File: src/rtl/mc_ctrl_pkg.sv
// rtl/mc_ctrl_pkg.sv - state, instruction-class and datapath select encodings for mc_ctrl_fsm
package mc_ctrl_pkg;

  // One state per datapath cycle; INIT must stay at zero so state_o reads 0 in reset.
  typedef enum logic [3:0] {
    ST_INIT   = 4'd0,
    ST_FETCH  = 4'd1,
    ST_DECODE = 4'd2,
    ST_EXEC_R = 4'd3,
    ST_WB_R   = 4'd4,
    ST_EXEC_I = 4'd5,
    ST_WB_I   = 4'd6,
    ST_MADDR  = 4'd7,
    ST_MRD    = 4'd8,
    ST_MWB    = 4'd9,
    ST_MWR    = 4'd10,
    ST_BR     = 4'd11,
    ST_JMP    = 4'd12
  } state_t;

  // Instruction classes the FSM distinguishes; everything else is CL_ILLEGAL.
  typedef enum logic [3:0] {
    CL_ADDU,
    CL_SUBU,
    CL_ORI,
    CL_LUI,
    CL_LW,
    CL_SW,
    CL_BEQ,
    CL_J,
    CL_JAL,
    CL_JR,
    CL_ILLEGAL
  } iclass_t;

  // IR[31:26] opcodes
  localparam logic [5:0] OP_RTYPE = 6'b000000;
  localparam logic [5:0] OP_J     = 6'b000010;
  localparam logic [5:0] OP_JAL   = 6'b000011;
  localparam logic [5:0] OP_BEQ   = 6'b000100;
  localparam logic [5:0] OP_ORI   = 6'b001101;
  localparam logic [5:0] OP_LUI   = 6'b001111;
  localparam logic [5:0] OP_LW    = 6'b100011;
  localparam logic [5:0] OP_SW    = 6'b101011;

  // IR[5:0] function codes for R-type
  localparam logic [5:0] FN_JR    = 6'b001000;
  localparam logic [5:0] FN_ADDU  = 6'b100001;
  localparam logic [5:0] FN_SUBU  = 6'b100011;

  // PC source
  localparam logic [1:0] PC_ALU    = 2'b00;
  localparam logic [1:0] PC_BRANCH = 2'b01;
  localparam logic [1:0] PC_JUMP   = 2'b10;
  localparam logic [1:0] PC_GPR    = 2'b11;

  // Destination register
  localparam logic [1:0] DST_RT = 2'b00;
  localparam logic [1:0] DST_RD = 2'b01;
  localparam logic [1:0] DST_RA = 2'b10;

  // Register write data
  localparam logic [1:0] WD_ALUOUT = 2'b00;
  localparam logic [1:0] WD_MDR    = 2'b01;
  localparam logic [1:0] WD_PC     = 2'b10;
  localparam logic [1:0] WD_LUI    = 2'b11;

  // ALU operand A / B
  localparam logic       A_PC   = 1'b0;
  localparam logic       A_GPR  = 1'b1;
  localparam logic [1:0] B_GPR  = 2'b00;
  localparam logic [1:0] B_FOUR = 2'b01;
  localparam logic [1:0] B_SEXT = 2'b10;
  localparam logic [1:0] B_ZEXT = 2'b11;

  // ALU operation
  localparam logic [1:0] ALU_ADD = 2'b00;
  localparam logic [1:0] ALU_SUB = 2'b01;
  localparam logic [1:0] ALU_OR  = 2'b10;

endpackage

File: src/rtl/mc_ctrl_fsm_decode.sv
// rtl/mc_ctrl_fsm_decode.sv - combinational opcode/funct to instruction-class decoder
module mc_ctrl_decode
  import mc_ctrl_pkg::*;
(
  input  logic [5:0] op,
  input  logic [5:0] funct,
  output iclass_t    iclass,
  output logic       illegal
);

  // Map IR fields to a class; unknown encodings fall through to CL_ILLEGAL.
  always_comb begin
    iclass = CL_ILLEGAL;
    case (op)
      OP_RTYPE: begin
        case (funct)
          FN_ADDU: iclass = CL_ADDU;
          FN_SUBU: iclass = CL_SUBU;
          FN_JR:   iclass = CL_JR;
          default: iclass = CL_ILLEGAL;
        endcase
      end
      OP_ORI:  iclass = CL_ORI;
      OP_LUI:  iclass = CL_LUI;
      OP_LW:   iclass = CL_LW;
      OP_SW:   iclass = CL_SW;
      OP_BEQ:  iclass = CL_BEQ;
      OP_J:    iclass = CL_J;
      OP_JAL:  iclass = CL_JAL;
      default: iclass = CL_ILLEGAL;
    endcase
  end

  assign illegal = (iclass == CL_ILLEGAL);

endmodule

File: src/rtl/mc_ctrl_fsm.sv
// rtl/mc_ctrl_fsm.sv - multi-cycle MIPS control FSM driving the shared single-ALU datapath
module mc_ctrl_fsm
  import mc_ctrl_pkg::*;
#(
  parameter int ST_W = 4
) (
  input  logic            clk,
  input  logic            reset_n,
  input  logic [5:0]      op,
  input  logic [5:0]      funct,
  input  logic            zero,
  input  logic            mem_ack,
  output logic            mem_req,
  output logic            mem_we,
  output logic            ir_write,
  output logic            pc_write,
  output logic [1:0]      pc_sel,
  output logic            reg_write,
  output logic [1:0]      reg_dst_sel,
  output logic [1:0]      wd_sel,
  output logic            alu_a_sel,
  output logic [1:0]      alu_b_sel,
  output logic [1:0]      alu_ctrl,
  output logic            illegal,
  output logic [ST_W-1:0] state_o
);

  state_t  state;
  state_t  next_state;
  iclass_t iclass;
  logic    dec_illegal;

  mc_ctrl_decode u_decode (
    .op      (op),
    .funct   (funct),
    .iclass  (iclass),
    .illegal (dec_illegal)
  );

  assign state_o = ST_W'(state);

  // State register; async reset aborts any instruction in flight and all strobes drop with it.
  always_ff @(posedge clk or negedge reset_n) begin
    if (!reset_n) begin
      state <= ST_INIT;
    end else begin
      state <= next_state;
    end
  end

  // Next-state and output decode; every output defaults to 0 so unlisted states drive nothing.
  always_comb begin
    next_state  = state;
    mem_req     = 1'b0;
    mem_we      = 1'b0;
    ir_write    = 1'b0;
    pc_write    = 1'b0;
    pc_sel      = PC_ALU;
    reg_write   = 1'b0;
    reg_dst_sel = DST_RT;
    wd_sel      = WD_ALUOUT;
    alu_a_sel   = A_PC;
    alu_b_sel   = B_GPR;
    alu_ctrl    = ALU_ADD;
    illegal     = 1'b0;

    case (state)
      ST_INIT: next_state = ST_FETCH;

      ST_FETCH: begin
        // PC+4 is computed every fetch cycle but only committed with the IR load.
        mem_req   = 1'b1;
        alu_b_sel = B_FOUR;
        ir_write  = mem_ack;
        pc_write  = mem_ack;
        if (mem_ack) next_state = ST_DECODE;
      end

      ST_DECODE: begin
        // Branch target PC+sext(imm) is precomputed here for BR.
        alu_b_sel = B_SEXT;
        case (iclass)
          CL_ADDU, CL_SUBU:      next_state = ST_EXEC_R;
          CL_ORI, CL_LUI:        next_state = ST_EXEC_I;
          CL_LW, CL_SW:          next_state = ST_MADDR;
          CL_BEQ:                next_state = ST_BR;
          CL_J, CL_JAL, CL_JR:   next_state = ST_JMP;
          default: begin
            illegal    = dec_illegal;
            next_state = ST_FETCH;
          end
        endcase
      end

      ST_EXEC_R: begin
        alu_a_sel  = A_GPR;
        alu_b_sel  = B_GPR;
        alu_ctrl   = (iclass == CL_SUBU) ? ALU_SUB : ALU_ADD;
        next_state = ST_WB_R;
      end

      ST_WB_R: begin
        reg_write   = 1'b1;
        reg_dst_sel = DST_RD;
        wd_sel      = WD_ALUOUT;
        next_state  = ST_FETCH;
      end

      ST_EXEC_I: begin
        // lui needs no ALU work; its result comes straight from imm<<16 in WB_I.
        if (iclass == CL_ORI) begin
          alu_a_sel = A_GPR;
          alu_b_sel = B_ZEXT;
          alu_ctrl  = ALU_OR;
        end
        next_state = ST_WB_I;
      end

      ST_WB_I: begin
        reg_write   = 1'b1;
        reg_dst_sel = DST_RT;
        wd_sel      = (iclass == CL_LUI) ? WD_LUI : WD_ALUOUT;
        next_state  = ST_FETCH;
      end

      ST_MADDR: begin
        alu_a_sel  = A_GPR;
        alu_b_sel  = B_SEXT;
        alu_ctrl   = ALU_ADD;
        next_state = (iclass == CL_LW) ? ST_MRD : ST_MWR;
      end

      ST_MRD: begin
        mem_req = 1'b1;
        if (mem_ack) next_state = ST_MWB;
      end

      ST_MWB: begin
        reg_write   = 1'b1;
        reg_dst_sel = DST_RT;
        wd_sel      = WD_MDR;
        next_state  = ST_FETCH;
      end

      ST_MWR: begin
        mem_req = 1'b1;
        mem_we  = 1'b1;
        if (mem_ack) next_state = ST_FETCH;
      end

      ST_BR: begin
        alu_a_sel  = A_GPR;
        alu_b_sel  = B_GPR;
        alu_ctrl   = ALU_SUB;
        pc_sel     = PC_BRANCH;
        pc_write   = zero;
        next_state = ST_FETCH;
      end

      ST_JMP: begin
        pc_write = 1'b1;
        pc_sel   = (iclass == CL_JR) ? PC_GPR : PC_JUMP;
        if (iclass == CL_JAL) begin
          reg_write   = 1'b1;
          reg_dst_sel = DST_RA;
          wd_sel      = WD_PC;
        end
        next_state = ST_FETCH;
      end

      default: next_state = ST_INIT;
    endcase
  end

endmodule

File: config.mk
export PLATFORM = sky130hd
export DESIGN_NAME = mc_ctrl_fsm
export DESIGN_NICKNAME = d
export VERILOG_FILES = /design/src/rtl/mc_ctrl_pkg.sv /design/src/rtl/mc_ctrl_fsm_decode.sv /design/src/rtl/mc_ctrl_fsm.sv
export SDC_FILE = /design/constraint.sdc
export NUM_CORES = 1
export LEC_CHECK = 0
export BUFFER_PORTS_ARGS = -buffer_cell sky130_fd_sc_hd__buf_2
export CAP_MARGIN = 25
export CORE_MARGIN = 4
export CORE_UTILIZATION = 35
export DETAILED_ROUTE_END_ITERATION = 16
export GPL_ROUTABILITY_DRIVEN = 1
export PLACE_DENSITY = 0.66
export SYNTH_ARGS = -nofsm -noshare
export SYNTH_HDL_FRONTEND = slang
export SYNTH_SLANG_ARGS = --single-unit
File: constraint.sdc
create_clock -name clk -period 4.7 [get_ports clk]
set_input_delay 1.41 -clock clk [delete_from_list [all_inputs] [get_ports clk]]
set_output_delay 1.41 -clock clk [all_outputs]
set_load 0.1 [all_outputs]
==> run_results.csv <==
group,metric,value,unit
clock_tree,root_buffer,"clkbuf_4",
logic_synthesis,synth.net_count,141,
sta,achievable-frequency,212.8,MHz
grt,grt_max_degree,17,
sta,layout_setup_ws,0.001216,ns
sta,rsz0062_at_grt,"true",
power,swShare,0.6901,
sta,tightest_slew,0.4850,ns
power,ir_drop,576.4,uV
logic_synthesis,yosys.cell_count.top_type,"nor2_1",
routing,dr_wl_met3,280,microns
logic_synthesis,synth_ff_type,"dfrtp_1",
finish,finalNetCount,180,
placement,place_area,0.001264,sq mm
finish,final_core_util,0.5816,
logic_synthesis,yosys.area_share.adder,0,
die,dieArea,0.003296,sq mm
clock_tree,cts_tree,"yes",
placement,place_congestion,0.9074,
logic_synthesis,synth_top_area_frac,0.1171,
grt,antenna_found_initial,0,
die,die_w,57.41,microns
clock_tree,cts_buffers,3,
logic_synthesis,synthTopCellsByArea,"dfrtp_1 12%, nand2b_1 7.3%, nor2_1 7.0%",
grt,groute.usage.overall,0.1774,
routing,wl_met2,1503,microns
setup_path,crit_type,"in2out",
setup_path,arrival,3.29,ns
finish,postLayoutCellArea,0.001324,sq mm
logic_synthesis,ys_ff_latch,4,
finish,drive_gt1_frac,0.4012,
routing,vias,1185,
logic_synthesis,synthCells,125,
finish,largest_reg_flops,4,
logic_synthesis,synthTopCellsByCount,"16 x nor2_1, 11 x nand2_1, 10 x nand2b_1",
logic_synthesis,syn_area,854.6,sq um
logic_synthesis,synth_top_area_cell,"dfrtp_1",
routing,antenna_left,0,
routing,drcViolationCount,0,
finish,syn_to_final_growth,54.90,%
logic_synthesis,synth_top_family_by_area,"simple AND/OR/NAND/NOR gates",
routing,met1_length,1158,microns
routing,drt-initial-drc-count,70,
sta,tns,0,ns
die,start_util,0.3755,
logic_synthesis,synth-xor-area-share,0.02050,
clock_tree,h-tree-depth,1,
die,rows,17,
worst_hold_path,min_path_type,"reg2reg",
sta,post-route-min-period,4.699,ns
setup_path,cp-end-kind,"primary output",
logic_synthesis,yosys.area_share.simple,0.4187,
sta,final_hold_viol_count,0,
power,power_frac_clock,0.050,
status,status,"finished clean",
power,power.internal,265.9,uW
logic_synthesis,synthMuxAreaShare,0.01171,
clock_tree,cts_buffer_depth,2,
setup_path,required,3.29,ns
logic_synthesis,async_flop_share,1.000,
power,p_per_area,648.3,mW/mm^2
logic_synthesis,synth_enable_flop_cells,0,
logic_synthesis,avgSynthCellArea,6.837,sq um
setup_path,critPathMaxFanout,12,
power,power_frac_seq,0.120,
placement,place_ws,-0.001852,ns
placement,numPortBuffers,36,
grt,grt_pass1_wl,4767,microns
grt,globalRouteOverflowTotal,0,
placement,dpl.hpwl,2366,microns
die,ioPinCount,37,
power,power_switching,592.3,uW
logic_synthesis,synth-compound-area-share,0.3499,
routing,drt_wl_total,3029,microns
finish,insertedDiodeCount,0,
die,core_area,0.002276,sq mm
clock_tree,worst_skew_pair.late_latency,0.24,ns
setup_path,cp-start-kind,"input pin",
sta,finalSetupViolCount,0,
sta,slew_viol_final,0,
power,power_leakage,0.5544,nW
logic_synthesis,ys_seq_area_frac,0.1171,
clock_tree,cts.sinks,4,
power,p_comb_frac,0.830,
routing,wl_per_cell,15.94,microns
sta,slew_headroom,0.6766,
routing,top_layer,"met4",
logic_synthesis,ys_types,49,
sta,period_share,0.9997,
grt,grt_pass1_vias,1053,
routing,avgViaCountPerCell,6.237,
die,die_y,57.41,microns
sta,skew,0.004420,ns
routing,dr.pass1.iters,4,
flow_run,max_cap_viol_count,0,
clock_tree,path_clk_slew,0.04,ns
logic_synthesis,yosysWarnings,0,
[path summary, 6_finish.rpt]
check,depth (start not counted),slack [ns],start,end
worst max-delay path,8,0.001,op[3],alu_b_sel[1]
worst min-delay path,2,0.80,state_o[2],state_o[2]
worst max register to register,5,2.96,state_o[2],state_o[0]
worst min register to register,2,0.80,state_o[2],state_o[2]
max in group asynchronous,1,3.61,reset_n,state_o[0]
min in group asynchronous,1,0.97,reset_n,state_o[2]
[worst max-delay path, stage by stage]
cell and delay, ns:
buf_2 0.18, or3_4 0.40, o22a_1 0.24, nor3b_4 0.24
buf_4 0.16, nor3_4 0.05, a311o_2 0.43, buf_12 0.18
[per-stage QoR]
step / cells / hold slack [ns] / total power [mW]
after floorplan: 125 / 1.114 / 0.6385
after global placement: 186 / 0.7664 / 0.7984
after detailed placement: 186 / 0.7738 / 0.8072
after CTS: 189 / 0.7905 / 0.8541
after global routing: 190 / 0.8559 / 0.8923
final: 190 / 0.8016 / 0.8583
[routing by layer]
metal  track usage  up-vias
met1        0.2221      546
met4       0.07947        0
li1              -      552
met2        0.3016       72
met5             0        -
met3       0.02036       15
[cell usage in the layout (no fill, tap or decap), drive strengths merged, types with 2 or more instances in the layout]
cell type | synthesis | final
nand2 | 11 | 11
nand4b | 2 | 2
nor2 | 16 | 16
a211oi | 3 | 3
o311ai | 2 | 2
nor4 | 2 | 2
nand4 | 2 | 2
nand2b | 10 | 10
o21ai | 5 | 5
o211a | 2 | 2
buf | 3 | 44
nand3 | 5 | 5
a31oi | 2 | 2
inv | 6 | 6
o31ai | 2 | 2
dfrtp | 4 | 4
and3 | 3 | 3
o211ai | 2 | 2
clkbuf | 7 | 3
a21oi | 5 | 5
nor3 | 4 | 4
xnor2 | 2 | 2
or4 | 2 | 2
o22ai | 2 | 2
[power by group through the flow]
stage,logic [mW],clock network (mW),registers (mW)
global route,0.739,0.0472,0.107
finish,0.712,0.0432,0.103
detailed placement,0.707,0,0.100
global placement,0.700,0,0.0985
CTS,0.709,0.0439,0.101
floorplan,0.476,0,0.163
[final cells by class]
class                      count  area (sq um)
multi-input combinational    105         768.2
timing repair buffer          44         375.4
fill                         208         952.2
sequential                     4         100.1
tap                           28         35.03
clock buffer                   3         22.52
inverter                       6         22.52
[cells by family (layout without fill, tap and decap cells)]
group	count (synthesis)	after routing
flops	4	4
xor+xnor	2	2
buf+inv	16	53
mux	1	1
compound gates	39	39
simple gates	63	63
[repair_timing]
action                                  4_1_cts  5_1_grt
setup buffers                                 0        1
hold endpoints to repair                      0        0
endpoints found under the setup margin        1        8
hold buffers                                  0        0
pin swaps                                     1        1
gates resized for setup                       0        5
Power figures use the tool's default switching activity.
